===== src/rtl/fcpu_pkg.sv =====
// Shared CPU-wide definitions for the result/broadcast datapath.
//   RSV_ID_W : width of a reservation-station / ROB destination tag
//   DATA_W   : width of a result value
//   CDB_W    : width of one common-data-bus payload {tag, data}
//   cdb_t    : packed view of a CDB payload, used by the broadcaster and
//              by every block that snoops the bus
package fcpu_pkg;

  localparam int RSV_ID_W = 4;
  localparam int DATA_W   = 32;
  localparam int CDB_W    = RSV_ID_W + DATA_W;

  typedef struct packed {
    logic [RSV_ID_W-1:0] tag;
    logic [DATA_W-1:0]   data;
  } cdb_t;

  function automatic cdb_t make_cdb(input logic [RSV_ID_W-1:0] tag,
                                    input logic [DATA_W-1:0]   data);
    cdb_t r;
    r.tag  = tag;
    r.data = data;
    return r;
  endfunction

endpackage


===== src/rtl/result_fifo.sv =====
// Small circular-buffer FIFO holding completed results for one source.
// Ports:
//   clk, rst  : clock, synchronous active-high reset
//   flush     : clears pointers and count; wins over push and pop
//   push, din : write request and payload (ignored while full)
//   pop       : read request (ignored while empty); head is the oldest entry
//   full      : count == depth
//   empty     : count == 0
module result_fifo #(
  parameter int W       = 36,
  parameter int DEPTH_W = 2
) (
  input  logic         clk,
  input  logic         rst,
  input  logic         flush,
  input  logic         push,
  input  logic         pop,
  input  logic [W-1:0] din,
  output logic [W-1:0] head,
  output logic         full,
  output logic         empty
);

  localparam int DEPTH = 1 << DEPTH_W;

  logic [W-1:0]       mem [DEPTH];
  logic [DEPTH_W-1:0] wr_ptr;
  logic [DEPTH_W-1:0] rd_ptr;
  logic [DEPTH_W:0]   count;
  logic               do_push;
  logic               do_pop;

  assign full    = (count == (DEPTH_W+1)'(DEPTH));
  assign empty   = (count == '0);
  assign do_push = push && !full;
  assign do_pop  = pop && !empty;
  assign head    = mem[rd_ptr];

  // Storage carries no reset; only the pointers and count define validity.
  always_ff @(posedge clk) begin
    if (do_push && !flush && !rst) begin
      mem[wr_ptr] <= din;
    end
  end

  always_ff @(posedge clk) begin
    if (rst || flush) begin
      wr_ptr <= '0;
      rd_ptr <= '0;
      count  <= '0;
    end else begin
      if (do_push) wr_ptr <= wr_ptr + 1'b1;
      if (do_pop)  rd_ptr <= rd_ptr + 1'b1;
      case ({do_push, do_pop})
        2'b10:   count <= count + 1'b1;
        2'b01:   count <= count - 1'b1;
        default: count <= count;
      endcase
    end
  end

endmodule


===== src/rtl/cdb_broadcaster.sv =====
// Transmitter side of the common data bus. Each functional unit deposits
// results into its own result_fifo; a round-robin arbiter picks one
// non-empty FIFO per cycle and its head is registered onto cdb/cdb_valid.
// Ports:
//   clk, rst   : clock, synchronous active-high reset
//   in_valid   : per-source result valid
//   in_data    : per-source payload, slice s = in_data[s*CDB_W +: CDB_W]
//   in_ready   : per-source FIFO not full (low while rst is high)
//   flush      : discards all buffered results, keeps arbiter pointer
//   cdb_valid  : registered broadcast valid (no backpressure)
//   cdb        : registered broadcast payload {tag, data}
//
// Handshake: a source transfers a result on any rising edge where
// in_valid[s] && in_ready[s]. in_ready depends only on registered FIFO
// state (and rst), never on in_valid or on a same-cycle pop.
module cdb_broadcaster
  import fcpu_pkg::*;
#(
  parameter int N_SOURCES    = 4,
  parameter int FIFO_DEPTH_W = 2
) (
  input  logic                         clk,
  input  logic                         rst,
  input  logic [N_SOURCES-1:0]         in_valid,
  input  logic [N_SOURCES*CDB_W-1:0]   in_data,
  output logic [N_SOURCES-1:0]         in_ready,
  input  logic                         flush,
  output logic                         cdb_valid,
  output logic [CDB_W-1:0]             cdb
);

  localparam int PTR_W = (N_SOURCES > 1) ? $clog2(N_SOURCES) : 1;

  logic [N_SOURCES-1:0] full;
  logic [N_SOURCES-1:0] empty;
  logic [N_SOURCES-1:0] req;
  logic [N_SOURCES-1:0] pop;
  cdb_t                 head [N_SOURCES];

  logic [PTR_W-1:0]     rr_ptr;
  logic [PTR_W-1:0]     grant_idx;
  logic [PTR_W-1:0]     cand_idx;
  logic [PTR_W-1:0]     next_ptr;
  logic                 grant_valid;
  int                   cand;

  for (genvar s = 0; s < N_SOURCES; s++) begin : g_src
    result_fifo #(
      .W       (CDB_W),
      .DEPTH_W (FIFO_DEPTH_W)
    ) u_fifo (
      .clk   (clk),
      .rst   (rst),
      .flush (flush),
      .push  (in_valid[s] && in_ready[s]),
      .pop   (pop[s]),
      .din   (in_data[s*CDB_W +: CDB_W]),
      .head  (head[s]),
      .full  (full[s]),
      .empty (empty[s])
    );

    assign in_ready[s] = !rst && !full[s];
    assign req[s]      = !empty[s];
    // A flush cycle pops nothing; the FIFO is being cleared anyway.
    assign pop[s]      = grant_valid && (grant_idx == PTR_W'(s)) && !flush;
  end

  // Scan sources starting at rr_ptr, wrapping; first requester wins.
  always_comb begin
    grant_valid = 1'b0;
    grant_idx   = '0;
    cand        = 0;
    cand_idx    = '0;
    for (int i = 0; i < N_SOURCES; i++) begin
      cand = int'(rr_ptr) + i;
      if (cand >= N_SOURCES) cand = cand - N_SOURCES;
      cand_idx = PTR_W'(cand);
      if (!grant_valid && req[cand_idx]) begin
        grant_valid = 1'b1;
        grant_idx   = cand_idx;
      end
    end
  end

  assign next_ptr = (grant_idx == PTR_W'(N_SOURCES-1)) ? '0 : grant_idx + 1'b1;

  // Output register and priority pointer. cdb holds its last value when
  // idle or flushed so snoopers see a stable bus.
  always_ff @(posedge clk) begin
    if (rst) begin
      cdb_valid <= 1'b0;
      cdb       <= '0;
      rr_ptr    <= '0;
    end else if (flush) begin
      cdb_valid <= 1'b0;
    end else if (grant_valid) begin
      cdb_valid <= 1'b1;
      cdb       <= head[grant_idx];
      rr_ptr    <= next_ptr;
    end else begin
      cdb_valid <= 1'b0;
    end
  end

endmodule


===== config.mk =====
export PLATFORM = sky130hd
export DESIGN_NAME = cdb_broadcaster
export DESIGN_NICKNAME = d
export VERILOG_FILES = /design/src/rtl/fcpu_pkg.sv /design/src/rtl/result_fifo.sv /design/src/rtl/cdb_broadcaster.sv
export SDC_FILE = /design/constraint.sdc
export NUM_CORES = 1
export LEC_CHECK = 0
export ABC_AREA = 0
export CELL_PAD_IN_SITES_DETAIL_PLACEMENT = 1
export CELL_PAD_IN_SITES_GLOBAL_PLACEMENT = 2
export CORE_ASPECT_RATIO = 0.5
export CORE_MARGIN = 5
export CORE_UTILIZATION = 25
export DETAILED_ROUTE_END_ITERATION = 8
export PLACE_DENSITY = 0.52
export SKIP_CTS_REPAIR_TIMING = 1
export SLEW_MARGIN = 10
export SYNTH_ARGS = -nofsm -noshare
export SYNTH_HDL_FRONTEND = slang
export SYNTH_SLANG_ARGS = --single-unit

===== constraint.sdc =====
create_clock -name clk -period 4.7 [get_ports clk]
set_input_delay 0.94 -clock clk [delete_from_list [all_inputs] [get_ports clk]]
set_output_delay 0.94 -clock clk [all_outputs]
set_load 0.01 [all_outputs]

==> metrics.log, run 1 <==
[metrics] run status: completed
[metrics] critical path type: reg -> reg
[metrics] dominant synthesized flop cell: sky130_fd_sc_hd__edfxtp_1
[metrics] vias post-DR: 13000
[metrics] mean instance size in the synthesized netlist: about 19 sq um
[metrics] Slew Viols, Final: 0
[metrics] worst slew slack as a fraction of its limit: around 30%
[metrics] nature of the critical path endpoint: register
[metrics] layout cells sized above 1: between 10% and 20%
[metrics] count of clock tree sinks: 651
[metrics] share of the yosys chip area belonging to registers: between 70% and 80%
[metrics] unique cell type count in the Yosys netlist: 43
[metrics] number of nets in the final layout: roughly 1700
[metrics] core outline area: 99900 sq um
[metrics] number of top-level pins: 192
[metrics] final critical-path required period: 3.62 ns
[metrics] worst vdd ir: ~0.19 mV
[metrics] average wire per standard cell: 23.4 microns
[metrics] # setup viols final: 0
[metrics] top fanout value on the critical path: 8
[metrics] non-filler instance count after layout: ~2900
[metrics] most used cells in the layout excluding fill and tap cells: 576 x sky130_fd_sc_hd__edfxtp_1, 191 x sky130_fd_sc_hd__clkdlybuf4s50_1, 144 x sky130_fd_sc_hd__mux4_2, 87 x sky130_fd_sc_hd__nand2_1, 74 x sky130_fd_sc_hd__a211oi_1
[metrics] Max Cap Viol: 0
[metrics] crit path DAT: between 4 and 5 ns
[metrics] CP startpoint: g_src[1].u_fifo.count[2]
[metrics] hold path startpoint: g_src[1].u_fifo.wr_ptr[1]
[metrics] worst-path cell chain: or3_4 -> a222oi_1 -> nand3_2 -> inv_1 -> buf_4 -> ha_1 -> and3_1 -> ha_1 -> inv_1 -> fa_1 -> xor2_1 -> or3_1 -> a21oi_1
[metrics] worst setup slack after placement: about 0.94 ns
[metrics] number of storage elements in the synthesis netlist: around 650
[metrics] Seq. cell area: 18800 sq um
[metrics] clk slew on worst S/H paths: 0.06 ns
[metrics] DIE WIDTH: approximately 460 microns
[metrics] post-detailed-route count of antenna-violating nets: 0
[metrics] Final HPWL DP: 46600 microns
[metrics] type of origin of the critical path: register
[metrics] setup repair after global routing missed its margin: false
[metrics] critical path buffer and inverter count: 3
[metrics] CTS Root Buffer Type: sky130_fd_sc_hd__clkbuf_16
[metrics] actual slew at the worst max-slew pin: 1.05 ns
[metrics] Hold Path End: g_src[1].u_fifo.wr_ptr[1]
[metrics] number of buffers inserted during clock tree synthesis: between 60 and 70
[metrics] Longest Clk Path Bufs: 3
[metrics] Initial Util: 25.1%
[metrics] final critical-path share of the clock period: between 70% and 80%
[metrics] cell area after technology mapping: approximately 25000 sq um
[metrics] total gr overflow: 0
[metrics] vias in the first global route: between 10000 and 15000
[metrics] H-tree Lvls: 3
[metrics] number of fillers in the final layout: between 10000 and 15000
[metrics] P_leak: 0.00950 uW
[metrics] pin count of the biggest net entering global routing: 42
[metrics] Routed Wire Length: roughly 69000 microns
[metrics] delay-heaviest family, CP: simple AND/OR/NAND/NOR gates
[metrics] share of flip-flops with an asynchronous set or reset after synthesis: 0%
[metrics] number of synthesized flops with an enable pin: between 500 and 600
[metrics] post-route setup TNS: 0 ns
[metrics] depth of the most critical reg-to-reg path: 13
[metrics] Post-Route Utilization: between 30% and 40%
[metrics] worst r2r src: g_src[1].u_fifo.count[2]
[metrics] FF-to-FF End: g_src[3].u_fifo.count[2]
[metrics] vias per cell: approximately 4.4
[metrics] height of the die: approximately 230 microns
[metrics] worst path setup slack after routing: ~1.1 ns
[metrics] DRC violations left: 0
[metrics] Hold Crit Depth: 2
[metrics] CP max stage delay: 0.56 ns
[metrics] Setup Skew: around 0.019 ns
[metrics] Pwr Density: between 300 and 400 nW/um^2
[metrics] IO buf count: about 190
[metrics] number of placed cells counting well taps: about 2800
[metrics] Synth area leader: sky130_fd_sc_hd__edfxtp_1
[metrics] clock tree from TritonCTS: yes
[metrics] achievable clock frequency: around 0.28 GHz
[metrics] net count after synthesis: between 1000 and 1500
[metrics] drt first-iter violations: 787
[metrics] Area contributors post-synth: sky130_fd_sc_hd__edfxtp_1 69%, sky130_fd_sc_hd__mux4_2 13%, sky130_fd_sc_hd__dfxtp_1 6.0%, sky130_fd_sc_hd__a211oi_1 2.2%, sky130_fd_sc_hd__nand2_1 1.3%
[metrics] layout-stage area growth over the synthesis result: 23.0%
[metrics] number of antenna violations at the first check in global routing: 8
[metrics] number of rows created at floorplan: approximately 80
[metrics] Synth top area share: between 60% and 70%
[metrics] number of detailed-route iterations in the first pass: 4
[metrics] wire length of the first global-routing pass: ~100000 microns
[metrics] count of warnings emitted by yosys: 0
[metrics] gpl congestion: roughly 0.7
[metrics] class of the tightest hold or removal check: reg -> reg
[metrics] leading cell type in the layout, fill and taps excluded: sky130_fd_sc_hd__edfxtp_1
[metrics] number of hold violations in the final report: 0
[metrics] worst reg2reg setup slack: approximately 1.1 ns
[metrics] Die ar.: between 100000 and 150000 sq um
[metrics] number of instances in the synthesized netlist: approximately 1300
[metrics] area used by multi-input combinational logic: 5850 sq um
[metrics] Critical-path top delay cell: sky130_fd_sc_hd__a222oi_1
[metrics] latest clock arrival within the worst-skew pair: 0.61 ns
[metrics] GRT Total Usage: about an eighth
[metrics] Critical Path RT: about 5.2 ns
## layout make-up
class / count / share of cell area [%]
diodes: 1 / 0.00811
clock buffers: 94 / 5.83
clock inverters: 22 / 0.584
inverters: 61 / 0.742
multi-input cells: 534 / 18.9
flip-flops and latches: 651 / 60.9
well taps: 1344 / 5.45
repair buffers: 236 / 7.53
## worst reg2reg max path, stage by stage (launching register included)
cell and delay [ns]:
sky130_fd_sc_hd__dfxtp_1 0.34, sky130_fd_sc_hd__or3_4 0.46, sky130_fd_sc_hd__a222oi_1 0.56, sky130_fd_sc_hd__nand3_2 0.28, sky130_fd_sc_hd__inv_1 0.11, sky130_fd_sc_hd__buf_4 0.14
sky130_fd_sc_hd__ha_1 0.13, sky130_fd_sc_hd__and3_1 0.23, sky130_fd_sc_hd__ha_1 0.20, sky130_fd_sc_hd__inv_1 0.06, sky130_fd_sc_hd__fa_1 0.43, sky130_fd_sc_hd__xor2_1 0.15
sky130_fd_sc_hd__or3_1 0.31, sky130_fd_sc_hd__a21oi_1 0.14
## worst max-delay path by stage
| stage | endpoint | slack (ns) | depth (start not counted) |
|---|---|---|---|
| CTS | g_src[3].u_fifo.count[2] | 1.05 | 13 |
| floorplan | g_src[3].u_fifo.count[2] | 1.51 | 14 |
| detailed placement | g_src[1].u_fifo.count[2] | 0.94 | 10 |
| global route | g_src[3].u_fifo.count[2] | 0.79 | 13 |
| global placement | g_src[1].u_fifo.count[2] | 0.94 | 10 |
| finish | g_src[3].u_fifo.count[2] | 1.08 | 13 |
## flip-flops by register name, summed over array words and instances, names as in the netlist, named ones only
name,flops
rr_ptr,2
cdb,36
g_src.u_fifo.wr_ptr,8
g_src.u_fifo.rd_ptr,8
g_src.u_fifo.count,12
g_src.u_fifo.mem,576
cdb_valid,1
## power by group
group	total, uW	internal, uW	switching [uW]
clock	4990	2790	2200
combinational	734	321	413
sequential	6450	6390	66.2
total	12200	9500	2680
## layer usage
layer  global-route usage [%]  part of all wire (%)
met1                     15.3                    42
met2                     23.8                    54
met3                     2.31                   2.9
met4                     3.16                   1.9
met5                        0                 0.058
## cells in the mapped netlist, types with 2 or more instances
| library cell | count |
|---|---|
| sky130_fd_sc_hd__or3_1 | 7 |
| sky130_fd_sc_hd__a31oi_1 | 8 |
| sky130_fd_sc_hd__nor2_1 | 29 |
| sky130_fd_sc_hd__and3_1 | 2 |
| sky130_fd_sc_hd__o21ai_0 | 4 |
| sky130_fd_sc_hd__buf_1 | 11 |
| sky130_fd_sc_hd__buf_4 | 4 |
| sky130_fd_sc_hd__ha_1 | 21 |
| sky130_fd_sc_hd__nand2_1 | 87 |
| sky130_fd_sc_hd__mux4_2 | 144 |
| sky130_fd_sc_hd__o221ai_1 | 2 |
| sky130_fd_sc_hd__edfxtp_1 | 576 |
| sky130_fd_sc_hd__nor3_1 | 6 |
| sky130_fd_sc_hd__a31o_2 | 3 |
| sky130_fd_sc_hd__and2_1 | 16 |
| sky130_fd_sc_hd__nand3_1 | 5 |
| sky130_fd_sc_hd__fa_1 | 4 |
| sky130_fd_sc_hd__xor2_1 | 9 |
| sky130_fd_sc_hd__dfxtp_1 | 75 |
| sky130_fd_sc_hd__clkbuf_1 | 44 |
| sky130_fd_sc_hd__a21oi_1 | 56 |
| sky130_fd_sc_hd__inv_1 | 59 |
| sky130_fd_sc_hd__o31ai_1 | 2 |
| sky130_fd_sc_hd__inv_2 | 2 |
| sky130_fd_sc_hd__a211oi_1 | 74 |
| sky130_fd_sc_hd__a311oi_1 | 35 |
| sky130_fd_sc_hd__xnor2_1 | 5 |
| sky130_fd_sc_hd__buf_2 | 16 |
## metrics by stage
step,cell area (sq um),power [uW],hold slack (ns)
after floorplan,25100,6850,0.446
after global placement,28900,7330,0.487
after detailed placement,28900,7340,0.486
after CTS,30900,12400,0.504
after global routing,30900,12700,0.531
final,30900,12200,0.505
## logic make-up after synthesis
family	Yosys count	share of synthesized area, %
fa+ha+maj	25	1.37
mux	145	13.0
buf+inv	136	2.17
compound gates	190	5.28
flops	651	74.9
xor+xnor	14	0.489
simple gates	160	2.84
Note: power is estimated with default switching activity, not from simulation.
==> inputs of run 2 (changes only) <==
==> constraint.sdc (replaced) <==
create_clock -name clk -period 3.65 [get_ports clk]
set_input_delay 0.73 -clock clk [delete_from_list [all_inputs] [get_ports clk]]
set_output_delay 0.73 -clock clk [all_outputs]
set_load 0.01 [all_outputs]
==> run 2 against run 1 <==
  * Sequential share of layout area fell by 0.87 points
  * Die area stayed put
  * Flip-flop and latch count unchanged
  * Clock power is 37% higher
  * Critical path depth down 1
  * Sequential power increased by 29%
  * Register-to-register slack got worse by 0.78 ns
  * First-iteration DRC count decreased by 22%
  * Via count is 0.45% lower
  * Count of clock-buffer cells in the layout down 10
  * Largest power group unchanged
==> metrics.log, run 2 (same netlist as run 1, synthesis figures left out) <==
[metrics] run status: completed (unchanged)
[metrics] IO buf count: 191 (unchanged)
[metrics] worst vdd ir: 0.293 mV (was 0.191 mV)
[metrics] core outline area: 99900 sq um (unchanged)
[metrics] total power of the final layout: 16100 uW (was 12200 uW)
[metrics] height of the die: 234 microns (unchanged)
[metrics] Routed Wire Length: 68200 microns (was 68800 microns)
[metrics] type of origin of the critical path: register (unchanged)
[metrics] final critical-path required period: 3.35 ns (was 3.62 ns)
[metrics] Hold Crit Depth: 2 (unchanged)
[metrics] Pwr Density: 514 nW/um^2 (was 394 nW/um^2)
[metrics] CP max stage delay: 0.54 ns (was 0.56 ns)
[metrics] CTS Root Buffer Type: sky130_fd_sc_hd__clkbuf_16 (unchanged)
[metrics] flip-flop count of the largest register, all copies and words added: 576 (unchanged)
[metrics] number of top-level pins: 192 (unchanged)
[metrics] most used cells in the layout excluding fill and tap cells: 576 x sky130_fd_sc_hd__edfxtp_1, 191 x sky130_fd_sc_hd__clkdlybuf4s50_1, 144 x sky130_fd_sc_hd__mux4_2, 87 x sky130_fd_sc_hd__nand2_1, 74 x sky130_fd_sc_hd__a211oi_1 (unchanged)
[metrics] top fanout value on the critical path: 5 (was 8)
[metrics] vias in the first global route: 14000 (was 14100)
[metrics] post-detailed-route count of antenna-violating nets: 0 (unchanged)
[metrics] DIE WIDTH: 458 microns (unchanged)
[metrics] Critical Path RT: 4.19 ns (was 5.23 ns)
[metrics] number of nets in the final layout: 1735 (was 1727)
[metrics] Die ar.: 107000 sq um (unchanged)
[metrics] setup repair after global routing missed its margin: false (unchanged)
[metrics] latest clock arrival within the worst-skew pair: 0.62 ns (was 0.61 ns)
[metrics] achievable clock frequency: 0.298 GHz (was 0.276 GHz)
[metrics] vias per cell: 4.35 (was 4.40)
[metrics] count of clock tree sinks: 651 (unchanged)
[metrics] number of fillers in the final layout: 10200 (about the same)
[metrics] clk slew on worst S/H paths: 0.06 ns (about the same)
[metrics] H-tree Lvls: 3 (unchanged)
[metrics] Hold WS: 0.491 ns (was 0.505 ns)
[metrics] leading cell type in the layout, fill and taps excluded: sky130_fd_sc_hd__edfxtp_1 (unchanged)
[metrics] Max Cap Viol: 0 (unchanged)
[metrics] pin count of the biggest net entering global routing: 59 (was 42)
[metrics] GRT Total Usage: 12.6% (was 12.7%)
[metrics] total gr overflow: 0 (unchanged)
[metrics] worst slew slack as a fraction of its limit: 40.3% (was 29.7%)
[metrics] crit path DAT: 3.89 ns (was 4.16 ns)
[metrics] Critical-path top delay cell: sky130_fd_sc_hd__a222oi_1 (unchanged)
[metrics] P_leak: 0.00969 uW (was 0.00950 uW)
[metrics] number of hold violations in the final report: 0 (unchanged)
[metrics] drt first-iter violations: 615 (was 787)
[metrics] layout-stage area growth over the synthesis result: 24.8% (was 23.0%)
[metrics] average wire per standard cell: 23.0 microns (was 23.4 microns)
[metrics] number of rows created at floorplan: 82 (unchanged)
[metrics] most flop-heavy register: g_src.u_fifo.mem (unchanged)
[metrics] Initial Util: 25.1% (unchanged)
[metrics] final critical-path share of the clock period: 91.9% (was 77.1%)
[metrics] vias post-DR: 12900 (was 13000)
[metrics] Setup Skew: 0.0244 ns (was 0.0185 ns)
[metrics] Slew Viols, Final: 0 (unchanged)
[metrics] Regs by FF count: g_src.u_fifo.mem (576), cdb (36), g_src.u_fifo.count (12) (unchanged)
[metrics] number of detailed-route iterations in the first pass: 4 (unchanged)
[metrics] actual slew at the worst max-slew pin: 0.895 ns (was 1.05 ns)
[metrics] Longest Clk Path Bufs: 3 (unchanged)
[metrics] nature of the critical path endpoint: register (unchanged)
[metrics] post-route setup TNS: 0 ns (unchanged)
[metrics] number of antenna violations at the first check in global routing: 13 (was 8)
[metrics] wire length of the first global-routing pass: 99400 microns (was 100000 microns)
[metrics] # setup viols final: 0 (unchanged)
[metrics] class of the tightest hold or removal check: reg -> reg (unchanged)
[metrics] gpl congestion: 0.692 (was 0.698)
[metrics] worst-path cell chain: or3_4 -> a222oi_1 -> nand3_2 -> inv_1 -> ha_1 -> and3_1 -> ha_1 -> inv_1 -> fa_1 -> xor2_1 -> or3_1 -> a21oi_1 (was or3_4 -> a222oi_1 -> nand3_2 -> inv_1 -> buf_4 -> ha_1 -> and3_1 -> ha_1 -> inv_1 -> fa_1 -> xor2_1 -> or3_1 -> a21oi_1)
[metrics] DRC violations left: 0 (unchanged)
[metrics] layout cells sized above 1: 20.5% (was 19.1%)
[metrics] clock tree from TritonCTS: yes (unchanged)
[metrics] critical path type: reg -> reg (unchanged)
[metrics] number of buffers inserted during clock tree synthesis: 68 (was 67)
[metrics] Final HPWL DP: 44100 microns (was 46600 microns)
[metrics] depth of the most critical reg-to-reg path: 12 (was 13)
==> run 2: changes by cell type in the layout (fill, tap and decap cells not counted), moves of 3 or more <==
| cell | before | now |
|---|---|---|
| sky130_fd_sc_hd__buf_12 | 6 | 21 |
| sky130_fd_sc_hd__clkbuf_1 | 26 | 14 |
| sky130_fd_sc_hd__clkinv_2 | 3 | 14 |
| sky130_fd_sc_hd__buf_4 | 39 | 31 |
| sky130_fd_sc_hd__diode_2 | 1 | 6 |
| sky130_fd_sc_hd__clkinv_1 | 10 | 13 |
| sky130_fd_sc_hd__inv_16 | 0 | 3 |
| sky130_fd_sc_hd__inv_6 | 5 | 2 |
==> run 2: area by class of cell <==
class / count / area, sq um / area share (%)
clock buffers: 84 / 1800 / 5.76
inverters: 61 / 229 / 0.731
well taps: 1344 / 1680 / 5.37
diodes: 6 / 15.0 / 0.0479
multi-input cells: 534 / 5850 / 18.7
clock inverters: 40 / 369 / 1.18
repair buffers: 243 / 2560 / 8.19
flip-flops and latches: 651 / 18800 / 60.1
==> run 2: report_power, final <==
| part | switching (uW) | leakage (uW) | internal (uW) | total, uW |
|---|---|---|---|---|
| logic | 555 | 0.00281 | 426 | 981 |
| registers | 68.7 | 0.00582 | 8220 | 8290 |
| clock network | 2980 | 0.00106 | 3850 | 6830 |
==> run 2: stage by stage <==
step                      worst slack, ns  area (sq um)  cells  util [%]
after floorplan                     0.456         25100   1321         -
after global placement              0.283         29100   2833      29.2
after detailed placement            0.253         29100   2833      29.2
after CTS                           0.270         31300   2957      31.3
after global routing               0.0311         31300   2958      31.3
final                               0.297         31300   2963      31.3
==> run 2: final timing paths <==
| path | slack (ns) | startpoint | to |
|---|---|---|---|
| worst min register to register | 0.49 | g_src[0].u_fifo.rd_ptr[1] | register |
| worst max-delay path | 0.30 | g_src[1].u_fifo.count[2] | g_src[3].u_fifo.count[2] |
| worst min-delay path | 0.49 | g_src[0].u_fifo.rd_ptr[1] | register |
| worst max register to register | 0.30 | g_src[1].u_fifo.count[2] | g_src[3].u_fifo.count[2] |
==> run 2: critical path: cells and delay by family (launching register included) <==
family	cells	cell delay [ns]
compound gates	2	0.68
xor+xnor	1	0.16
fa+ha+maj	3	0.79
buf+inv	2	0.23
flops	1	0.34
simple gates	4	1.09
==> run 2: per-layer routing <==
metal | vias to the layer above | part of all wire (%) | global-route usage [%]
met1 | 6825 | 42 | 15.3
met5 | - | 0.056 | 0
li1 | 5826 | - | -
met2 | 156 | 53 | 23.3
met3 | 85 | 2.9 | 2.30
met4 | 8 | 1.9 | 3.28
